$ cat src/rtl/forwarding_scoreboard.sv
// Decode-stage operand forwarder with a long-latency pending scoreboard.
// Optional statistics counters are built when FORWARDING_COUNTERS_EN is defined.
module forwarding_scoreboard #(
  parameter int XLEN = 32,
  parameter int NREG = 32,
  parameter int NSRC = 2,
  localparam int AW = $clog2(NREG)
) (
  input  logic                 clock,
  input  logic                 reset,
  input  logic [NSRC-1:0]      reg_rden,
  input  logic [NSRC*AW-1:0]   reg_raddr,
  input  logic [NSRC*XLEN-1:0] reg_rdata,
  input  logic                 exec_wren,
  input  logic [AW-1:0]        exec_waddr,
  input  logic [XLEN-1:0]      exec_wdata,
  input  logic                 mem_wren,
  input  logic [AW-1:0]        mem_waddr,
  input  logic [XLEN-1:0]      mem_wdata,
  input  logic                 issue_valid,
  input  logic [AW-1:0]        issue_waddr,
  input  logic                 done_valid,
  input  logic [AW-1:0]        done_waddr,
  input  logic [XLEN-1:0]      done_wdata,
  input  logic                 flush,
  output logic [NSRC*XLEN-1:0] data,
  output logic                 stall,
  output logic [AW:0]          pending_count,
  output logic [31:0]          stall_cycles,
  output logic [31:0]          fwd_count
);

  logic [NREG-1:0] pending;
  logic [NREG-1:0] pend_nxt;
  logic [AW:0]     cnt_nxt;
  logic [NSRC-1:0] src_haz;
  logic [NSRC-1:0] dhit;
  logic [NSRC-1:0] ehit;
  logic [NSRC-1:0] mhit;
  logic            waw;

  for (genvar g = 0; g < NSRC; g++) begin : g_src
    logic [AW-1:0]   ra;
    logic [XLEN-1:0] rd;
    logic            done_here;

    assign ra = reg_raddr[g*AW +: AW];
    assign rd = reg_rdata[g*XLEN +: XLEN];
    assign done_here = done_valid && (done_waddr == ra);

    // x0 is hardwired, so it never matches a producer.
    assign dhit[g] = (ra != '0) && done_here && pending[ra];
    assign ehit[g] = (ra != '0) && exec_wren && (exec_waddr == ra);
    assign mhit[g] = (ra != '0) && mem_wren && (mem_waddr == ra);

    // A completing result on this cycle resolves the hazard.
    assign src_haz[g] = reg_rden[g] && pending[ra] && !done_here;

    assign data[g*XLEN +: XLEN] =
      !reg_rden[g] ? '0 :
      dhit[g]      ? done_wdata :
      ehit[g]      ? exec_wdata :
      mhit[g]      ? mem_wdata  :
                     rd;
  end

  assign waw = issue_valid && pending[issue_waddr] &&
               !(done_valid && (done_waddr == issue_waddr));

  assign stall = (|src_haz) || waw;

  // Next pending set: clear on completion, then set on issue; flush wipes all.
  always_comb begin
    pend_nxt = pending;
    if (flush) begin
      pend_nxt = '0;
    end else begin
      if (done_valid && pending[done_waddr])
        pend_nxt[done_waddr] = 1'b0;
      if (issue_valid && !stall && (issue_waddr != '0))
        pend_nxt[issue_waddr] = 1'b1;
    end
  end

  // Population count of the next pending set.
  always_comb begin
    cnt_nxt = '0;
    for (int i = 0; i < NREG; i++)
      cnt_nxt = cnt_nxt + {{AW{1'b0}}, pend_nxt[i]};
  end

  // Scoreboard state registers.
  always_ff @(posedge clock) begin
    if (reset) begin
      pending       <= '0;
      pending_count <= '0;
    end else begin
      pending       <= pend_nxt;
      pending_count <= cnt_nxt;
    end
  end

`ifdef FORWARDING_COUNTERS_EN
  logic [31:0] stall_q;
  logic [31:0] fwd_q;
  logic        fwd_any;

  assign fwd_any = |(reg_rden & (dhit | ehit | mhit));

  // Saturating statistics; flush leaves them untouched.
  always_ff @(posedge clock) begin
    if (reset) begin
      stall_q <= '0;
      fwd_q   <= '0;
    end else begin
      if (stall && (stall_q != 32'hFFFF_FFFF))
        stall_q <= stall_q + 32'd1;
      if (fwd_any && (fwd_q != 32'hFFFF_FFFF))
        fwd_q <= fwd_q + 32'd1;
    end
  end

  assign stall_cycles = stall_q;
  assign fwd_count    = fwd_q;
`else
  assign stall_cycles = '0;
  assign fwd_count    = '0;
`endif

endmodule
$ cat config.mk
export PLATFORM = sky130hd
export DESIGN_NAME = forwarding_scoreboard
export DESIGN_NICKNAME = d
export VERILOG_FILES = /design/src/rtl/forwarding_scoreboard.sv
export SDC_FILE = /design/constraint.sdc
export NUM_CORES = 1
export LEC_CHECK = 0
export BUFFER_PORTS_ARGS = -buffer_cell sky130_fd_sc_hd__buf_2
export CORE_UTILIZATION = 35
export CTS_CLUSTER_SIZE = 30
export DETAILED_ROUTE_END_ITERATION = 16
export PLACE_DENSITY_LB_ADDON = 0.2
export SLEW_MARGIN = 40
export SYNTH_ARGS = -nofsm -noshare
export SYNTH_HDL_FRONTEND = slang
export SYNTH_SLANG_ARGS = --single-unit
$ cat constraint.sdc
create_clock -name clock -period 6.6 [get_ports clock]
set_input_delay 0.33 -clock clock [delete_from_list [all_inputs] [get_ports clock]]
set_output_delay 0.33 -clock clock [all_outputs]
set_load 0.05 [all_outputs]
**Word-level counts from Yosys, hierarchy flattened**

Index checks and enable logic that the tools add are counted.

- Bits in latches: 0
- Memories kept: 0
- Output and inout bits: 135
- Logic and storage cells: 108
- Input bits: 199
- Bits in writable memories: 0
- ROM bits: 0
- Register bits: 38

- Magnitude comparators: 6
- Muxes and demuxes: 24
- Equality and inequality tests: 7
- Multiply operators: 0
- Bitwise logic cells: 3
- Reductions and logical operators: 35
- Shift-type cells: 0
- Div/mod/pow operators: 0
- $add $sub $neg: 31

Operators by type and width:

| kind | number |
|---|---|
| 2-to-1 mux 32 bit | 12 |
| adder 6 x 1 -> 6 bit | 26 |
| equality test 5 bit | 7 |
| bitwise AND 32 bit | 1 |
| NOT 32 bit | 1 |
| OR 32 bit | 1 |
| logical AND 1 bit | 26 |
| less-than comparator 5 x 6 -> 1 bit, second input constant | 4 |
| binary-select mux 1 bit (select 5 bit) | 4 |
| nonzero test 5 bit | 3 |
| demux 1 bit (select 5 bit) | 2 |
| >= comparator 5 x 1 -> 1 bit, second input constant | 2 |
| adder 5 x 1 -> 6 bit | 1 |
| 2-to-1 mux 1 bit | 6 |
| adder 4 x 1 -> 5 bit | 1 |
| adder 3 x 1 -> 4 bit | 1 |
| zero test 1 bit | 4 |
| adder 2 x 1 -> 3 bit | 1 |
| adder 1 x 1 -> 2 bit | 1 |
| OR reduction 2 bit | 1 |
| logical OR 1 bit | 1 |

**Depth between registers and ports, before layout**

- Depth in word-level cells: 42
- Depth in mapped cells: 28
- Gate-level depth less buffers: 25

**Worst setup path after synthesis**

Ideal clock, no wire load.

- Path type: input to register
- Start point: input port done_waddr[0]
- End point: register pending_count[5]
- Stages: 25
- Required time: 6471 ps
- Path buffers: 3
- Setup slack: -68 ps
- Library setup time: 129 ps
- Arrival: 6540 ps
- Cells stage by stage: buf_2 buf_2 mux4_2 nand3_1 nand4_1 or4_1 buf_2 nand4b_2 nor2_1 o32a_1 fa_1 fa_1 inv_1 fa_1 fa_1 fa_1 inv_1 fa_1 inv_1 ha_1 a21o_1 a21oi_1 inv_1 a21oi_1 nor3b_1

- Cells in the longest elaborated chain, start to end: 42
- Elaborated cells between the ends (all ways): 63

RTL lines:

| what | RTL line | text |
|---|---|---|
| start: declaration | 23 | `input logic [AW-1:0] done_waddr,` |
| less-than comparator 5 x 6 -> 1 bit (implied by the code), or another cell as far along | 79 | `pend_nxt[done_waddr] = 1'b0;` |
| logical AND 1 bit (on tied branches) | 79, 49 |  |
| 2-to-1 mux 1 bit (implied by the code) or zero test 1 bit (tied branches) | 79, 57 |  |
| demux 1 bit (select 5 bit) or logical AND 1 bit (tied branches) | 79, 57 |  |
| NOT 32 bit (no source line) or OR reduction 2 bit (tied branches) | n/a |  |
| bitwise AND 32 bit (no source line) or logical OR 1 bit (tied branches) | n/a |  |
| 2-to-1 mux 32 bit or zero test 1 bit (tied branches) | 78, 80 |  |
| 2-to-1 mux 32 bit or logical AND 1 bit (tied branches) | 75, 80 |  |
| (+2 left out) | n/a |  |
| 2-to-1 mux 32 bit * | 75 | `if (flush) begin` |
| adder 1 x 1 -> 2 bit | 89 | `cnt_nxt = cnt_nxt + {{AW{1'b0}}, pend_nxt[i]};` |
| adder 2 x 1 -> 3 bit | 89 |  |
| adder 3 x 1 -> 4 bit | 89 |  |
| adder 4 x 1 -> 5 bit | 89 |  |
| adder 5 x 1 -> 6 bit | 89 |  |
| adder 6 x 1 -> 6 bit (25 in series) | 89 |  |
| adder 6 x 1 -> 6 bit * | 89 |  |
| end signal: assignment | 99 | `pending_count <= cnt_nxt;` |
| end: declaration | 28 | `output logic [AW:0] pending_count,` |

Every way passes the cells marked *; elsewhere a longest branch is shown, timed or not. The select of a mux whose other input is x is not followed.
A chain may end at the register's enable or synchronous reset.

**Final worst setup path**

- Start point: register pending[31]
- End point: register pending_count[5]

- Cells in the longest elaborated chain, start to end: 42
- Elaborated cells between the ends (all ways): 57

RTL lines:

| what | RTL line | text |
|---|---|---|
| start: declaration | 33 | `logic [NREG-1:0] pending;` |
| start signal: assignment | 98 | `pending <= pend_nxt;` |
| binary-select mux 1 bit (select 5 bit) | 57 | `assign src_haz[g] = reg_rden[g] && pending[ra] && !done_here;` |
| 2-to-1 mux 1 bit (implied by the code) | 57 |  |
| logical AND 1 bit (2 in series) | 57 |  |
| OR reduction 2 bit | 70 | `assign stall = (\|src_haz) \|\| waw;` |
| logical OR 1 bit | 70 |  |
| zero test 1 bit | 80 | `if (issue_valid && !stall && (issue_waddr != '0))` |
| logical AND 1 bit (2 in series) | 80 |  |
| 2-to-1 mux 32 bit * | 80 |  |
| 2-to-1 mux 32 bit * | 75 |  |
| adder 1 x 1 -> 2 bit | 89 |  |
| adder 2 x 1 -> 3 bit | 89 |  |
| adder 3 x 1 -> 4 bit | 89 |  |
| adder 4 x 1 -> 5 bit | 89 |  |
| adder 5 x 1 -> 6 bit | 89 |  |
| adder 6 x 1 -> 6 bit (25 in series) | 89 |  |
| adder 6 x 1 -> 6 bit * | 89 |  |

Marked as above.

==> metrics.md <==
| Metric | Value |
|---|---|
| Status | `completed` |
| Initial antenna violation count | `2` |
| Count of cell types in the netlist | `64` |
| Worst path max stage delay | `0.55 ns` |
| Reg power frac | `0.226` |
| Detailed Route Iter0 Violations | `528` |
| VDD IR max | `0.09356 mV` |
| Worst-skew pair later-pin latency | `0.29 ns` |
| Total track usage | `0.2576` |
| Comb power frac | `0.502` |
| Critical path capture point type | `flop` |
| Drc violations | `0` |
| Relative slew slack | `0.5121` |
| Largest family of logic cells by synthesized area | `multiplexers` |
| GRT overflow | `0` |
| Post-DP HPWL | `23.33 mm` |
| Placer congestion estimate | `0.9518` |
| Final critical-path required period | `6.365 ns` |
| Worst Path Required | `6.78 ns` |
| Worst-case clock buffer depth | `2` |
| Routed len/inst | `19.86 um` |
| Min-Delay Path Class | `in -> reg` |
| Boundary Pins | `334` |
| Final setup fails | `0` |
| Critical path arrival | `6.54 ns` |
| Fin crit share | `0.9644` |
| Slew @ Worst Pin | `0.7292 ns` |
| Layout area overhead | `27.99%` |
| Synth area leaders | `mux2i_1, dfxtp_1, fa_1` |
| Main synth FF type | `dfxtp_1` |
| Root Buffer | `clkbuf_16` |
| Vias in the first global route | `6,946` |
| Initial core utilization | `0.3600` |
| Slew Viols, Final | `0` |
| Synth Area in Simple Gates | `0.1825` |
| Horiz. Die Dim | `144.2 um` |
| Pwr Density | `113.5 nW/um2` |
| Filler Cells Inserted | `2,043` |
| TritonCTS clock tree | `done` |
| Global-route wire length before repair | `40.28 mm` |
| CP Launch Type | `flop` |
| Post-Synth XOR/XNOR Area | `0.04704` |
| Max Cap Viol | `0` |
| Sequential Area | `787.0 um2` |
| Fmax | `0.1571 GHz` |
| Clock Power Share | `0.272` |
| Core ar. | `19,650 um2` |
| Chip height | `144.2 um` |
| DR vias/cell | `5.402` |
| Complex-gate fraction of the synthesized area | `0.1632` |
| Critical-path cell with the highest stage delay | `fa_1` |
| Seq/Total Area, Yosys | `0.1075` |
| Unrepaired setup endpoints after global routing | `true` |
| Worst Skew | `0.01010 ns` |
| Routed WL | `28.62 mm` |
| Pre-Repair DR Iteration Count | `6` |
| ANT nets after route | `0` |
| H-tree levels | `2` |
| Number of synthesized flops with an enable pin | `0` |
| Top-area cell type share of the netlist area | `0.2136` |
| PortBufs | `269` |
| Yosys top cell by area | `mux2i_1` |
| Final cell count without fillers | `1,441` |
| Die area | `20,790 um2` |
| Syn Inst Count | `896` |
| FF+latch count, synth | `38` |
| Max FO, Critical Path | `5` |
| Synthesis warning total | `0` |
| P_leak | `4.093 nW` |
| Reg clk slew, reported paths | `0.06 ns` |
| Net Sw Power | `0.4607 mW` |
| Mapped Area | `7076 um2` |
| Standard-cell rows | `51` |
| Inst Count DP | `1,424` |
| Total number of vias | `7,785` |
| Fraction of final layout cells sized beyond drive strength 1 | `0.3640` |
| Internal power | `0.5673 mW` |
| Largest net degree at the start of global routing | `65` |
| Synth async-reset ratio | `0` |
| Sw Ratio | `0.4482` |
| Post-synthesis mux area share | `0.2836` |
| Total CTS buffers | `5` |
| Pwr Total | `1.028 mW` |
| Adder-Cell Fraction of Synth Area | `0.08028` |
| Mean Syn Cell Area | `7.897 um2` |
| Area of the multi-input gates | `5685 um2` |
| Crit path kind | `reg -> reg` |
| Clock sinks | `38` |
| Final hold vios | `0` |
| NumNets Final | `1,402` |
## metal layers
layer,global-route usage,vias to the layer above,share of wire
li1,-,3648,-
met1,0.3411,3705,0.42
met2,0.4327,386,0.48
met3,0.04636,44,0.083
met4,0.05873,2,0.019
met5,0,-,0.00045
## power groups by stage
stage               combinational (mW)  clock (mW)  sequential (mW)
CTS                              0.509       0.284            0.232
floorplan                        0.374           0            0.240
detailed placement               0.508           0            0.238
global route                     0.549       0.300            0.232
global placement                 0.508           0            0.238
finish                           0.516       0.279            0.232
## cell usage after synthesis (all sizes together), types with 7 or more instances
cell type / number
or4: 11
buf: 100
ha: 7
nor2b: 42
mux2i: 151
a21oi: 35
o22a: 11
nand2: 54
inv: 34
o21ai: 68
nand4: 10
xnor2: 19
nand3: 19
o22ai: 34
mux4: 20
dfxtp: 38
fa: 24
clkbuf: 39
xor2: 19
nor2: 82
## worst max-delay path, delay by kind of cell, from the launching register on
kind / cells / cell delay (ns)
simple gates: 3 / 0.36
flops: 1 / 0.35
compound gates: 6 / 1.05
mux: 2 / 0.75
fa+ha+maj: 7 / 3.18
buf+inv: 7 / 0.56
## flip-flops by register name, summed over array words and instances, names as in the netlist
| signal | count |
|---|---|
| pending | 32 |
| pending_count | 6 |
## placed cells by master (no fill, tap or decap), types with 20 or more instances in the layout
cell type and n:
conb_1 64, nor2b_1 42, nand2_1 54, mux2i_1 148, a21oi_1 32, nor2_1 82, fa_1 23, buf_4 73
o22ai_1 31, buf_2 268, o21ai_1 33, mux4_2 20, inv_1 34, o21ai_0 33
## stage by stage
stage	TNS [ns]	hold WS [ns]	area, um2	util	worst slack (ns)
global placement	-0.2672	0.5988	8743	0.4449	-0.1064
finish	0	0.3230	9056	0.4608	0.2349
detailed placement	-0.4162	0.6013	8743	0.4449	-0.1479
global route	-0.04283	0.3345	9049	0.4604	-0.02745
floorplan	0	0.4887	7320	-	0.03137
CTS	0	0.3338	8909	0.4533	0.04819
## cell families after synthesis
| logic type | Yosys count |
|---|---|
| flip-flops | 38 |
| other | 1 |
| multiplexers | 175 |
| AND/OR/NAND/NOR | 255 |
| adder cells (fa/ha/maj) | 31 |
| AO/OA/AOI/OAI | 184 |
| buffers and inverters | 174 |
| XOR/XNOR | 38 |
## area by class of cell
type / instances / share of cell area
flip-flops and latches: 38 / 0.08690
clock inverters: 3 / 0.004421
diodes: 3 / 0.0008290
inverters: 35 / 0.01451
clock buffers: 5 / 0.01382
multi-input cells: 747 / 0.6278
well taps: 265 / 0.03661
repair buffers: 345 / 0.2151
## what timing repair did
action | CTS | global route
hold buffers | 0 | 0
hold endpoints to repair | 0 | 0
endpoints found under the setup margin | 0 | 4
resized for setup | 0 | 37
buffers inserted | 0 | 6
## final timing paths
| check | startpoint | to | slack, ns | depth (start not counted) |
|---|---|---|---|---|
| worst max-delay path | pending[31] | pending_count[5] | 0.23 | 25 |
| worst min-delay path | reset | pending_count[1] | 0.32 | 2 |
| worst max register to register | pending[31] | pending_count[5] | 0.23 | 25 |
| worst min register to register | pending[4] | pending[4] | 0.57 | 2 |
Power figures use the tool's default switching activity.
